File: config.mk
export PLATFORM = sky130hd
export DESIGN_NAME = rps_match_ctrl
export DESIGN_NICKNAME = d
export VERILOG_FILES = /design/src/rtl/rps_match_ctrl.sv
export SDC_FILE = /design/constraint.sdc
export NUM_CORES = 1
export LEC_CHECK = 0
export ABC_AREA = 1
export BUFFER_PORTS_ARGS = -buffer_cell sky130_fd_sc_hd__buf_2
export CAP_MARGIN = 20
export CORE_AREA = 2 2 75 77
export DETAILED_ROUTE_END_ITERATION = 10
export DIE_AREA = 0 0 77 79
export PLACE_DENSITY_LB_ADDON = 0.2
export RECOVER_POWER = 25
export SYNTH_ARGS = -nofsm -noshare
export SYNTH_HDL_FRONTEND = slang
export SYNTH_SLANG_ARGS = --single-unit
File: constraint.sdc
create_clock -name clk -period 1.8 [get_ports clk]
set_input_delay 0.45 -clock clk [delete_from_list [all_inputs] [get_ports clk]]
set_output_delay 0.45 -clock clk [all_outputs]
set_load 0.02 [all_outputs]
File: src/rtl/rps_match_ctrl.sv
`default_nettype none
// ============================================================================
// Module   : rps_match_ctrl
// Brief    : Match sequencer for the rock-paper-scissors judge. It collects
//            one move per player through a valid/lock handshake, starts the
//            judge, scores each round and ends the match on a win target or
//            a round limit. Move and judge timeouts keep the match moving.
// Revision : 1.0 - initial release
// ============================================================================
module rps_match_ctrl #(
   parameter int WIN_TARGET    = 3,
   parameter int MAX_ROUNDS    = 9,
   parameter int MOVE_TIMEOUT  = 1000,
   parameter int JUDGE_TIMEOUT = 8,
   parameter int SCORE_W       = 4
) (
   input  logic               clk,
   input  logic               rst,
   input  logic               new_match,
   input  logic               p1_valid,
   input  logic [1:0]         p1_move,
   input  logic               p2_valid,
   input  logic [1:0]         p2_move,
   output logic               p1_locked,
   output logic               p2_locked,
   output logic [1:0]         judge_move1,
   output logic [1:0]         judge_move2,
   output logic               judge_start,
   input  logic [1:0]         judge_result,
   input  logic               judge_ready,
   output logic               round_done,
   output logic [1:0]         round_result,
   output logic [SCORE_W-1:0] p1_score,
   output logic [SCORE_W-1:0] p2_score,
   output logic [SCORE_W-1:0] round_cnt,
   output logic               match_busy,
   output logic               match_done,
   output logic [1:0]         match_winner,
   output logic               judge_err
);

   // One shared timer serves both COLLECT and WAIT; it never holds both at once.
   localparam int TMR_MAX = (MOVE_TIMEOUT > JUDGE_TIMEOUT) ? MOVE_TIMEOUT : JUDGE_TIMEOUT;
   localparam int TMR_W   = (TMR_MAX > 2) ? $clog2(TMR_MAX) : 1;

   localparam logic [TMR_W-1:0]   c_move_last  = TMR_W'(MOVE_TIMEOUT - 1);
   localparam logic [TMR_W-1:0]   c_judge_last = TMR_W'(JUDGE_TIMEOUT - 1);
   localparam logic [SCORE_W-1:0] c_win        = SCORE_W'(WIN_TARGET);
   localparam logic [SCORE_W-1:0] c_max        = SCORE_W'(MAX_ROUNDS);

   // Result / winner codes
   localparam logic [1:0] c_res_void = 2'b00;
   localparam logic [1:0] c_res_p1   = 2'b01;
   localparam logic [1:0] c_res_p2   = 2'b10;
   localparam logic [1:0] c_res_tie  = 2'b11;
   localparam logic [1:0] c_mv_bad   = 2'b11;

   // Match states
   localparam logic [2:0] c_idle    = 3'd0;
   localparam logic [2:0] c_collect = 3'd1;
   localparam logic [2:0] c_start   = 3'd2;
   localparam logic [2:0] c_wait    = 3'd3;
   localparam logic [2:0] c_score   = 3'd4;
   localparam logic [2:0] c_done    = 3'd5;

   logic [2:0]         state_q, state_d;
   logic [TMR_W-1:0]   timer_q, timer_d;
   logic               p1_locked_q, p1_locked_d;
   logic               p2_locked_q, p2_locked_d;
   logic [1:0]         judge_move1_q, judge_move1_d;
   logic [1:0]         judge_move2_q, judge_move2_d;
   logic               judge_start_q, judge_start_d;
   logic               round_done_q, round_done_d;
   logic [1:0]         round_result_q, round_result_d;
   logic [SCORE_W-1:0] p1_score_q, p1_score_d;
   logic [SCORE_W-1:0] p2_score_q, p2_score_d;
   logic [SCORE_W-1:0] round_cnt_q, round_cnt_d;
   logic               match_busy_q, match_busy_d;
   logic               match_done_q, match_done_d;
   logic [1:0]         match_winner_q, match_winner_d;
   logic               judge_err_q, judge_err_d;

   logic               w_cap1, w_cap2;

   // Next-state, capture, scoring and registered-output decode
   always_comb begin
      state_d        = state_q;
      timer_d        = timer_q;
      p1_locked_d    = p1_locked_q;
      p2_locked_d    = p2_locked_q;
      judge_move1_d  = judge_move1_q;
      judge_move2_d  = judge_move2_q;
      round_result_d = round_result_q;
      p1_score_d     = p1_score_q;
      p2_score_d     = p2_score_q;
      round_cnt_d    = round_cnt_q;
      match_winner_d = match_winner_q;
      judge_err_d    = judge_err_q;

      // First legal strobe per round wins; later strobes and 11 are dropped.
      w_cap1 = (state_q == c_collect) && p1_valid && (p1_move != c_mv_bad) && !p1_locked_q;
      w_cap2 = (state_q == c_collect) && p2_valid && (p2_move != c_mv_bad) && !p2_locked_q;

      case (state_q)
         c_idle, c_done: begin
            if (new_match) begin
               state_d        = c_collect;
               timer_d        = '0;
               p1_locked_d    = 1'b0;
               p2_locked_d    = 1'b0;
               round_result_d = c_res_void;
               p1_score_d     = '0;
               p2_score_d     = '0;
               round_cnt_d    = '0;
               match_winner_d = 2'b00;
               judge_err_d    = 1'b0;
            end
         end
         c_collect: begin
            if (w_cap1) begin
               p1_locked_d   = 1'b1;
               judge_move1_d = p1_move;
            end
            if (w_cap2) begin
               p2_locked_d   = 1'b1;
               judge_move2_d = p2_move;
            end
            // A lock landing on the timeout cycle still completes the pair.
            if (p1_locked_d && p2_locked_d) begin
               state_d = c_start;
            end else if (timer_q == c_move_last) begin
               state_d = c_score;
               if (p1_locked_d)      round_result_d = c_res_p1;
               else if (p2_locked_d) round_result_d = c_res_p2;
               else                  round_result_d = c_res_tie;
            end else begin
               timer_d = timer_q + 1'b1;
            end
         end
         c_start: begin
            // Any judge_ready seen here is the previous round's stale result.
            state_d = c_wait;
            timer_d = '0;
         end
         c_wait: begin
            if (judge_ready && (judge_result != c_res_void)) begin
               state_d        = c_score;
               round_result_d = judge_result;
            end else if (timer_q == c_judge_last) begin
               state_d        = c_score;
               round_result_d = c_res_void;
               judge_err_d    = 1'b1;
            end else begin
               timer_d = timer_q + 1'b1;
            end
         end
         c_score: begin
            p1_locked_d = 1'b0;
            p2_locked_d = 1'b0;
            if (p1_score_q == c_win) begin
               state_d        = c_done;
               match_winner_d = c_res_p1;
            end else if (p2_score_q == c_win) begin
               state_d        = c_done;
               match_winner_d = c_res_p2;
            end else if (round_cnt_q == c_max) begin
               state_d = c_done;
               if (p1_score_q > p2_score_q)      match_winner_d = c_res_p1;
               else if (p2_score_q > p1_score_q) match_winner_d = c_res_p2;
               else                              match_winner_d = c_res_tie;
            end else begin
               state_d = c_collect;
               timer_d = '0;
            end
         end
         default: begin
            state_d = c_idle;
         end
      endcase

      // Counters move on the SCORE-entry edge so they line up with round_done.
      if ((state_q != c_score) && (state_d == c_score)) begin
         round_cnt_d = round_cnt_q + 1'b1;
         if (round_result_d == c_res_p1) p1_score_d = p1_score_q + 1'b1;
         if (round_result_d == c_res_p2) p2_score_d = p2_score_q + 1'b1;
      end

      judge_start_d = (state_d == c_start);
      round_done_d  = (state_d == c_score);
      match_busy_d  = (state_d == c_collect) || (state_d == c_start) ||
                      (state_d == c_wait)    || (state_d == c_score);
      match_done_d  = (state_d == c_done);
   end

   // State and output registers; reset aborts any match straight to IDLE
   always_ff @(posedge clk) begin
      if (rst) begin
         state_q        <= c_idle;
         timer_q        <= '0;
         p1_locked_q    <= 1'b0;
         p2_locked_q    <= 1'b0;
         judge_move1_q  <= 2'b00;
         judge_move2_q  <= 2'b00;
         judge_start_q  <= 1'b0;
         round_done_q   <= 1'b0;
         round_result_q <= 2'b00;
         p1_score_q     <= '0;
         p2_score_q     <= '0;
         round_cnt_q    <= '0;
         match_busy_q   <= 1'b0;
         match_done_q   <= 1'b0;
         match_winner_q <= 2'b00;
         judge_err_q    <= 1'b0;
      end else begin
         state_q        <= state_d;
         timer_q        <= timer_d;
         p1_locked_q    <= p1_locked_d;
         p2_locked_q    <= p2_locked_d;
         judge_move1_q  <= judge_move1_d;
         judge_move2_q  <= judge_move2_d;
         judge_start_q  <= judge_start_d;
         round_done_q   <= round_done_d;
         round_result_q <= round_result_d;
         p1_score_q     <= p1_score_d;
         p2_score_q     <= p2_score_d;
         round_cnt_q    <= round_cnt_d;
         match_busy_q   <= match_busy_d;
         match_done_q   <= match_done_d;
         match_winner_q <= match_winner_d;
         judge_err_q    <= judge_err_d;
      end
   end

   assign p1_locked    = p1_locked_q;
   assign p2_locked    = p2_locked_q;
   assign judge_move1  = judge_move1_q;
   assign judge_move2  = judge_move2_q;
   assign judge_start  = judge_start_q;
   assign round_done   = round_done_q;
   assign round_result = round_result_q;
   assign p1_score     = p1_score_q;
   assign p2_score     = p2_score_q;
   assign round_cnt    = round_cnt_q;
   assign match_busy   = match_busy_q;
   assign match_done   = match_done_q;
   assign match_winner = match_winner_q;
   assign judge_err    = judge_err_q;

endmodule
`default_nettype wire

# Word-level counts from Yosys, hierarchy flattened
# Cells that the tools add are included.
# op_classes
add_sub_neg	4
order_cmp	2
eq_ne	30
muxes	54
n_reduce_logical	30
# ops
operator	count
$mux 10	8
$pmux 10 s5	1
$mux 4	11
$mux 3	8
$mux 2	11
$ne 2x2->1 const B	11
$pmux 3 s5	1
$add 4x1->4 const B	3
$eq 3x2->1 const B	4
$eq 3x3->1 const B	4
$add 10x1->10 const B	1
$eq 10x10->1 const B	1
$eq 10x3->1 const B	1
$reduce_bool 2->1	5
$logic_and 1x1->1	9
$mux 1	9
$reduce_and 9->1	1
$eq 4x2->1 const B	2
$gt 4x4->1	2
$reduce_and 2->1	4
$eq 3x1->1 const B	2
$pmux 1 s3	2
$pmux 2 s3	1
$reduce_bool 5->1	1
14 further kinds	17
# totals
ff_bits	40
out_inout_bits	27
word_cells	136

# Longest topological paths before layout
# depth
depth_word	14
depth_mapped	14
ltp_nobuf	14

# Worst setup path before layout
# Ideal clock, no wire load.
# synth_path
kind	register to register
from	register round_cnt_q[1] (netlist: round_cnt[1])
to	register timer_q[8]
setup_time_ns	0.122
t_arrival_ns	1.672
required_time_ns	1.678
setup_slack_ns	0.006
path_stages_with_launch	13
path_buffers	1
path_cell_list	dfxtp_1 > inv_1 > ha_1 > nand3_1 > nand3_1 > nand2_1 > nand2_1 > nor2_1 > nand2_2 > buf_6 > o21ai_4 > o21bai_1 > nor2_1
# synth_via
elab_chain_cells	3
# synth_lines
element	line_no	source
start, declared	77	logic [SCORE_W-1:0] round_cnt_q, round_cnt_d;
start signal, assigned	226	round_cnt_q <= round_cnt_d;
$eq 4x4->1	166	end else if (round_cnt_q == c_max) begin
$ne 2x2->1 (no source line)	n/a	
$reduce_and 9->1 (no source line)	n/a	
end signal, assigned	216	timer_q <= timer_d;
end, declared	67	logic [TMR_W-1:0] timer_q, timer_d;
# No other way between the ends.
# A chain may end at the register's enable or synchronous reset.

# Worst setup path after layout
# layout_path
from	register timer_q[4]
to	register round_cnt_q[1] (netlist: round_cnt[1])
# layout_via
elab_chain_cells	8
word_cells_on_any_way	13
# layout_lines
element	line_no	source
$eq 10x3->1 / $eq 10x10->1 (equally long branches)	149, 131	
$mux 3 (on tied branches)	149, 131	
$mux 3 (on tied branches)	146, 129	
$pmux 3 s5 *	104	case (state_q)
$eq 3x3->1 *	182	if ((state_q != c_score) && (state_d == c_score)) begin
$logic_and 1x1->1 *	182	
$reduce_bool 2->1 (no source line)	n/a	
$reduce_and 2->1 (no source line)	n/a	
# Mark *: on every way between the ends. The rest lies on a longest branch, timed or not.

==> out/qor.csv <==
metric,value,unit
final instance area,3410,um2
hold_buf cts,0,
Yosys cell types,34,
ANT nets after route,0,
post-DR wirelength/cell,11.8,um
Max H-tree Level,2,
Worst setup EP type,flip-flop,
max cap viols,0,
Rel. slew slack,0.831,
floorplan die width,77,um
initial antenna violation count,0,
#FFs+latches synth,40,
worst min path class,flip-flop to flip-flop,
Synth warnings,0,
Tot GR Track Use,0.196,
fillers,506,
RSZ-0062 raised after global routing,yes,
IO Pins,39,
final setup vio count,2,
share of layout cells above drive strength 1,0.376,
DR vias,2491,
Syn Inst Count,341,
DRT iter0 DRCs,148,
first-pass GRT wire length,9650,um
Post-synth EDFFs,0,
height of the die,79,um
"Clk Latency, worst-skew pair",0.29,ns
number of global-route vias before repair,2228,
Final min period,1.82,ns
Clock Tree Root,clkbuf_8,
sequential area share after synthesis,0.344,
Syn Std Cell Area,2330,um2
largest net degree at the start of global routing,19,
CP arrival,2.00,ns
clk sinks,40,
Hold Worst Slack,0.449,ns
Rows,27,
Max Buffers Root-to-Sink,2,
drc violations,0,
Post-Syn Area per Cell,6.83,um2
clock-pin slew on the worst setup and hold paths,0.08,ns
Max VDD drop,0.000414,V
synth cell count leaders,"69 x nand2_1, 50 x nor2_1, 42 x inv_1",
Core Box Area,5340,um2
aggregate global routing overflow,0,
Vias/cell,4.86,
"Cell Area, Placed",2980,um2
cell taking the most area after synthesis,dfxtp_1,
Synth Flop Type,dfxtp_1,
leakage,1.66,nW
first-pass detailed-route iteration total,4,
setup TNS,-0.0161,ns
# port buffers,38,
Hold Fails Final Rpt,0,
fin crit share,1.01,
Worst Tran Pin Value,0.252,ns
Die ar.,6080,um2
Synth top area share,0.344,
clock buffer count from CTS,5,
# diodes,0,
DP HPWL,4390,um
Cell Pwr Density,651,nW/um2
Fmax,0.551,GHz
CTS tree,built,
GP Congestion,0.854,
DP Worst Slack,-0.150,ns
max-slew violation count,0,
top-count cell post-synth,nand2_1,
Worst EP required,1.99,ns
Area Overhead vs Synth,46.6,%
worst setup path class,flip-flop to flip-flop,
top post-synthesis cells by area,"dfxtp_1 34%, nand2_1 11%, nor2_1 8.1%",
CP max FO,5,
Initial Utilization,0.436,
syn_nets,362,
final setup skew,0.00449,ns
Nets,461,
Startpoint Class,flip-flop,
violated checks,setup timing,
final wirelength,6070,um
final worst slack,-0.0151,ns
asr flop ratio synth,0,
outcome,"finished, violations left",
## registers in the layout, summed over array words and instances, names as in the netlist, 2 cells and up
signal,flops
timer_q,10
judge_move1,2
p1_score,4
round_result,2
match_winner,2
state_q,3
p2_score,4
judge_move2,2
round_cnt,4
## cell usage in the layout, fill, tap and decap left out, types with 2 or more instances in the layout
cell type and count:
nand3_1 22, nand3_4 3, nand3_2 6, buf_2 30
buf_6 3, a21oi_2 5, buf_12 2, inv_1 41
nand4_1 6, buf_4 52, a21oi_1 21, nand3b_4 2
inv_2 7, nor3_2 2, nand2_4 6, inv_4 2
o21ai_1 2, clkbuf_8 7, dfxtp_1 37, xor2_1 9
nor2_4 7, ha_1 8, nor2_2 7, o21ai_0 10
nor2_1 42, or2_2 2, dfxtp_2 3, nand2_2 10
clkbuf_1 8, nand2_1 59, clkinv_1 2, o21ai_4 3
nor3_1 3
## kinds of logic (layout without fill, tap and decap cells)
kind of cell / Yosys count / count (layout) / share of synthesized area
flops: 40 / 40 / 0.344
buf+inv: 55 / 155 / 0.0919
simple gates: 181 / 181 / 0.362
fa+ha+maj: 9 / 9 / 0.0484
compound gates: 46 / 46 / 0.117
xor+xnor: 10 / 10 / 0.0376
## per-stage QoR
step | instances | total power (W) | util
final | 513 | 0.00222 | 0.640
after CTS | 508 | 0.00220 | 0.601
after global placement | 498 | 0.00137 | 0.558
after detailed placement | 498 | 0.00137 | 0.558
after global routing | 513 | 0.00234 | 0.640
after floorplan | 341 | 0.00119 | -
## power breakdown
| part | switching [W] | leakage (nW) | internal, W | total, W |
|---|---|---|---|---|
| clock network | 0.000309 | 0.0645 | 0.000489 | 0.000799 |
| logic | 0.000271 | 1.27 | 0.000214 | 0.000485 |
| registers | 0.0000215 | 0.325 | 0.000916 | 0.000938 |
| total | 0.000602 | 1.66 | 0.00162 | 0.00222 |
## layer usage
layer,part of all wire,vias up,GRT usage
met4,0.013,0,0.0554
met3,0.043,8,0.0330
li1,-,1289,-
met1,0.44,1132,0.238
met2,0.50,62,0.356
met5,0,-,0
## path summary, 6_finish.rpt
kind	cells past startpoint	from	slack, ns	to
setup / recovery	12	timer_q[4]	-0.02	round_cnt[1]
hold / removal	2	judge_move2[0]	0.45	judge_move2[0]
setup reg to reg	12	timer_q[4]	-0.02	round_cnt[1]
hold reg to reg	2	judge_move2[0]	0.45	judge_move2[0]
## worst max-delay path: stages, from the launching register on
cell     delay [ns]
dfxtp_1        0.36
nor2_1         0.14
nand3_1        0.22
nor2_4         0.19
nor2_2         0.05
nor2_2         0.08
nand2_2        0.08
nor2_4         0.11
nand2_4        0.10
buf_12         0.14
nand2_4        0.06
nor2_2         0.03
o21a_1         0.15
## what timing repair did
| action | CTS | global route |
|---|---|---|
| gates resized for setup | 21 | 44 |
| endpoints found under the setup margin | 19 | 24 |
| buffers inserted | 2 | 5 |
| pin swaps | 8 | 17 |
## layout make-up
| cell class | instances | area, um2 | share of cell area |
|---|---|---|---|
| inverter | 52 | 200 | 0.0586 |
| tap | 72 | 90.1 | 0.0264 |
| clock inverter | 1 | 30.0 | 0.00879 |
| timing repair buffer | 95 | 644 | 0.189 |
| clock buffer | 7 | 96.3 | 0.0282 |
| multi-input combinational | 246 | 1550 | 0.454 |
| sequential | 40 | 805 | 0.236 |
Note: power is estimated with default switching activity, not from simulation.
